$ cat config.mk
export PLATFORM = sky130hd
export DESIGN_NAME = pwm_audio_dac
export DESIGN_NICKNAME = d
export VERILOG_FILES = /design/src/rtl/pwm_audio_dac.sv
export SDC_FILE = /design/constraint.sdc
export NUM_CORES = 1
export LEC_CHECK = 0
export ABC_AREA = 1
export CAP_MARGIN = 20
export CORE_ASPECT_RATIO = 1.1
export CORE_MARGIN = 2
export CORE_UTILIZATION = 40
export CTS_BUF_LIST = sky130_fd_sc_hd__clkbuf_8
export DETAILED_ROUTE_END_ITERATION = 16
export PLACE_DENSITY = 0.68
export SETUP_SLACK_MARGIN = 0.5
export SYNTH_ARGS = -nofsm -noshare
export SYNTH_HDL_FRONTEND = slang
export SYNTH_SLANG_ARGS = --single-unit
$ cat constraint.sdc
create_clock -name clk -period 1.9 [get_ports clk]
set_clock_uncertainty 0.15 [all_clocks]
set_input_delay 0.38 -clock clk [delete_from_list [all_inputs] [get_ports clk]]
set_output_delay 0.38 -clock clk [all_outputs]
set_load 0.05 [all_outputs]
$ cat src/rtl/pwm_audio_dac.sv
// pwm_audio_dac: 8-bit sample to 1-bit PWM audio converter.
// One PWM frame is 256 counter steps of PRESCALE clocks each. The sample and
// the mute request are captured only at end-of-frame, so a pulse is never
// reshaped once it has started.
// Optional feature macro: PWM_DAC_SOFT_MUTE_EN (adds the RAMP state and the
// RAMP_STEP parameter for a click-free fade into mute).
//
// Handshake note: there is no valid/ready pair here. The sample stream is
// treated as continuously valid and is consumed in the cycle of each
// end-of-frame (and on the enabling edge). frame_start marks the first cycle
// of every frame so an upstream source can align its updates.
module pwm_audio_dac #(
    parameter int PRESCALE = 1
`ifdef PWM_DAC_SOFT_MUTE_EN
    ,
    parameter int RAMP_STEP = 4
`endif
) (
    input  logic       clk,
    input  logic       nRst,
    input  logic       enable,
    input  logic       mute,
    input  logic [7:0] sample,
    output logic       pwm_out,
    output logic       frame_start,
    output logic       muted,
    output logic [1:0] dbg_state
);

    localparam int PW = (PRESCALE > 1) ? $clog2(PRESCALE) : 1;

`ifdef PWM_DAC_SOFT_MUTE_EN
    typedef enum logic [1:0] {
        S_IDLE  = 2'd0,
        S_PLAY  = 2'd1,
        S_RAMP  = 2'd2,
        S_MUTED = 2'd3
    } state_t;
`else
    typedef enum logic [1:0] {
        S_IDLE  = 2'd0,
        S_PLAY  = 2'd1,
        S_MUTED = 2'd3
    } state_t;
`endif

    state_t          r_state;
    logic [PW-1:0]   r_pre;
    logic [7:0]      r_cnt;
    logic [7:0]      r_duty;
    logic            r_frame_start;
    logic            r_muted;

    state_t          w_state_nxt;
    logic [PW-1:0]   w_pre_nxt;
    logic [7:0]      w_cnt_nxt;
    logic [7:0]      w_duty_nxt;
    logic            w_frame_start_nxt;
    logic            w_muted_nxt;
    logic            w_tick;
    logic            w_eof;

    assign w_tick = (r_pre == PW'(PRESCALE - 1));
    assign w_eof  = w_tick && (r_cnt == 8'd255);

`ifdef PWM_DAC_SOFT_MUTE_EN
    // Fade step is computed 9 bits wide so an underflow saturates at zero.
    logic [8:0] w_ramp_diff;
    logic [7:0] w_ramp_duty;
    assign w_ramp_diff = {1'b0, r_duty} - 9'(RAMP_STEP);
    assign w_ramp_duty = w_ramp_diff[8] ? 8'd0 : w_ramp_diff[7:0];
`endif

    // Next-state and datapath decode; defaults hold everything except frame_start.
    always_comb begin
        w_state_nxt       = r_state;
        w_pre_nxt         = r_pre;
        w_cnt_nxt         = r_cnt;
        w_duty_nxt        = r_duty;
        w_frame_start_nxt = 1'b0;

        if (r_state == S_IDLE) begin
            w_pre_nxt  = '0;
            w_cnt_nxt  = 8'd0;
            w_duty_nxt = 8'd0;
            if (enable) begin
                w_state_nxt       = S_PLAY;
                w_duty_nxt        = sample;
                w_frame_start_nxt = 1'b1;
            end
        end else if (!enable) begin
            // Abort from any running state: clear back to the reset picture.
            w_state_nxt = S_IDLE;
            w_pre_nxt   = '0;
            w_cnt_nxt   = 8'd0;
            w_duty_nxt  = 8'd0;
        end else begin
            w_pre_nxt = w_tick ? '0 : (r_pre + PW'(1));
            if (w_tick) begin
                w_cnt_nxt = r_cnt + 8'd1;
            end
            if (w_eof) begin
                w_frame_start_nxt = 1'b1;
                case (r_state)
                    S_PLAY: begin
                        if (!mute) begin
                            w_duty_nxt = sample;
                        end else begin
`ifdef PWM_DAC_SOFT_MUTE_EN
                            w_duty_nxt  = w_ramp_duty;
                            w_state_nxt = (w_ramp_duty == 8'd0) ? S_MUTED : S_RAMP;
`else
                            w_duty_nxt  = 8'd0;
                            w_state_nxt = S_MUTED;
`endif
                        end
                    end
`ifdef PWM_DAC_SOFT_MUTE_EN
                    S_RAMP: begin
                        if (!mute) begin
                            w_duty_nxt  = sample;
                            w_state_nxt = S_PLAY;
                        end else begin
                            w_duty_nxt = w_ramp_duty;
                            if (w_ramp_duty == 8'd0) begin
                                w_state_nxt = S_MUTED;
                            end
                        end
                    end
`endif
                    S_MUTED: begin
                        if (!mute) begin
                            w_duty_nxt  = sample;
                            w_state_nxt = S_PLAY;
                        end else begin
                            w_duty_nxt = 8'd0;
                        end
                    end
                    default: begin
                        w_state_nxt = S_IDLE;
                    end
                endcase
            end
        end

        w_muted_nxt = (w_state_nxt == S_MUTED);
    end

    // State and datapath registers with asynchronous active-low clear.
    always_ff @(posedge clk or negedge nRst) begin
        if (!nRst) begin
            r_state       <= S_IDLE;
            r_pre         <= '0;
            r_cnt         <= 8'd0;
            r_duty        <= 8'd0;
            r_frame_start <= 1'b0;
            r_muted       <= 1'b0;
        end else begin
            r_state       <= w_state_nxt;
            r_pre         <= w_pre_nxt;
            r_cnt         <= w_cnt_nxt;
            r_duty        <= w_duty_nxt;
            r_frame_start <= w_frame_start_nxt;
            r_muted       <= w_muted_nxt;
        end
    end

    // Outputs decode registers only; no input reaches an output combinationally.
    assign pwm_out     = (r_state != S_IDLE) && (r_cnt < r_duty);
    assign frame_start = r_frame_start;
    assign muted       = r_muted;
    assign dbg_state   = r_state;

endmodule

==> results.cfg <==
[grt]
first_global_vias = 994
grt_max_degree = 21
grt_pass1_wl_um = 4070
grt_overflow = 0
antenna_found_initial = 0
grt_usage_pct = 15.4

[layout]
stdcell_area_um2 = 1690
layout_commonest_cell = nand2_1
fin_util_pct = 61.0
drive_above_1_share_pct = 34.8
most-common-layout-cells = nand2_1 (33), inv_1 (19), dfrtp_1 (17)
fillers = 231
instances_no_fill = 214
antennaDiodeCount = 0
area_growth_pct = 44.3
fin_nets = 202

[worst_hold_path]
min_path_type = input port to async pin

[detailed_routing]
viasPerCell = 4.77
dr_total_vias = 1021
wl_per_cell_um = 11.4
drtIter0Drc = 19
wl_um = 2440
remaining_drc_errors = 0
first_pass_iters = 4
ant_nets = 0

[die]
core.rowCount = 20
ios = 17
start_util_pct = 42.3
core_area_um2 = 2780
die-area_um2 = 3380
die_x_um = 55.6
die_h_um = 60.8

[status]
status = finished with violations
violations = negative setup slack

[clock_network]
root_buffer = clkbuf_8
cts_buffer_depth = 2
cts_buffers = 3
clock_latency_ps = 250
cts_hold_buf = 0
cts_tree = done
h-tree-depth = 1
cts_num_sinks = 20
clk_pin_slew_worst_paths_ps = 70

[sta]
min_period_over_period_pct = 110
report.final.slew_viol_count = 0
relSlewSlack_pct = 78.8
fin_crit_ps = 2080
clock.fmax_mhz = 480
rsz0062_at_grt = true
setup_violations = 1
hold_viol_final = 0
setup_ws_ps = -183
tightest_slew_ps = 314

[setup_path]
end_kind = output port
critPathKind = flip-flop to output port
critPathArrivalTime_ps = 1550
critical_path_required_ps = 1370
r2r_end = r_duty[1]$_DFFE_PN0P_
reg2reg_slack_ps = 360
rr_worst_depth = 10
crit_fanout = 2
rr_startpoint = r_cnt[1]$_DFF_PN0_
start_kind = flip-flop

[logic_synthesis]
netlist.area_leader.share_pct = 42.6
ys_seq_elements = 20
yosys.cell_types.count = 20
ys_seq_area_share_pct = 42.6
synth.cell_area_um2 = 1170
synthCells = 148
yosysWarnings = 0
yosys-top-cells-area = dfrtp_1 (43%), nand2_1 (14%), ha_1 (8.5%)
post-synth-top-area-cell = dfrtp_1
syn_area_per_cell_um2 = 7.93
syn_nets = 168

[placed_design]
place_area_um2 = 1410
io_buffer_count = 16
dp_hpwl_um = 1660
place_congestion = 0.776
dp_cells = 200

[power_and_ir_drop]
power.leakage_nw = 0.846
peakVddDrop_mv = 0.423
powerDensity_nw_per_um2 = 561

[flow_run]
drv_cap = 0
[critical path: stages (launching register included)]
cell and delay (ps):
dfrtp_1 390, inv_1 100, ha_4 210, a21oi_1 130, nand2_1 80, nand2_1 90, nand2_2 70, nor2_4 100
buf_12 140
[flip-flops by register name, summed over array words and instances, names as in the netlist]
signal / count
dbg_state: 2
muted: 1
frame_start: 1
r_cnt: 8
r_duty: 8
[cells by family (layout without fill, tap and decap cells)]
group	Yosys count	count (layout)	synth area share [%]
AND/OR/NAND/NOR	81	81	32.0
buffers and inverters	23	56	8.10
flip-flops	20	20	42.6
AO/OA/AOI/OAI	16	16	8.74
adder cells (fa/ha/maj)	8	8	8.53
[cell type report]
cell class	instances	area [um^2]	share of cell area, %
multi-input cells	105	716	42.2
flip-flops and latches	20	504	29.8
repair buffers	31	294	17.4
inverters	21	83.8	4.95
clock buffers	4	55.1	3.25
well taps	33	41.3	2.44
[power by group]
| group | internal [W] | switching, W | leakage, nW | total (W) |
|---|---|---|---|---|
| clock network | 0.000184 | 0.000130 | 0.0288 | 0.000314 |
| registers | 0.000442 | 0.0000102 | 0.265 | 0.000452 |
| logic | 0.0000843 | 0.0000995 | 0.553 | 0.000184 |
[Yosys cell counts]
cell type,n
nand2_1,44
dfrtp_1,20
inv_1,20
nor2_1,18
nand3_1,11
ha_1,8
a21oi_1,7
o21a_1,3
a21oi_2,2
nand2_4,2
nor2_4,2
o21ai_0,2
o21ai_2,2
buf_6,1
clkbuf_1,1
clkinv_2,1
nand2_2,1
nand3_2,1
nor2_2,1
nor2_8,1
[through the flow]
stage	power (W)	TNS (ps)	setup WS, ps	hold slack, ps
after global routing	0.000998	-303	-303	346
after floorplan	0.000551	0	73.8	-65.6
after global placement	0.000610	0	95.0	331
after detailed placement	0.000613	0	34.1	336
final	0.000950	-183	-183	320
after CTS	0.000953	-197	-197	329
[routing by layer]
metal	wire [um]	vias to the layer above	track usage (%)
met2	1290	23	28.7
met5	0	-	0
met4	55	0	7.32
met3	96	4	3.20
met1	998	467	17.0
li1	-	527	-
[timing repair]
action | in CTS | in global routing
gates resized for setup | 28 | 8
hold endpoints to repair | 0 | 0
pin swaps | 11 | 2
setup buffers | 9 | 1
endpoints found under the setup margin | 16 | 18
[how the worst max path moves through the flow]
stage / from / end / slack, ps / cells past startpoint
final: r_duty[3]$_DFFE_PN0P_ / pwm_out / -180 / 8
after CTS: r_duty[3]$_DFFE_PN0P_ / pwm_out / -200 / 8
after global routing: r_duty[3]$_DFFE_PN0P_ / pwm_out / -300 / 8
after detailed placement: r_cnt[7]$_DFF_PN0_ / pwm_out / 30 / 6
after floorplan: r_cnt[5]$_DFF_PN0_ / pwm_out / 70 / 5
after global placement: r_cnt[3]$_DFF_PN0_ / pwm_out / 100 / 7
Note: power is estimated with default switching activity, not from simulation.
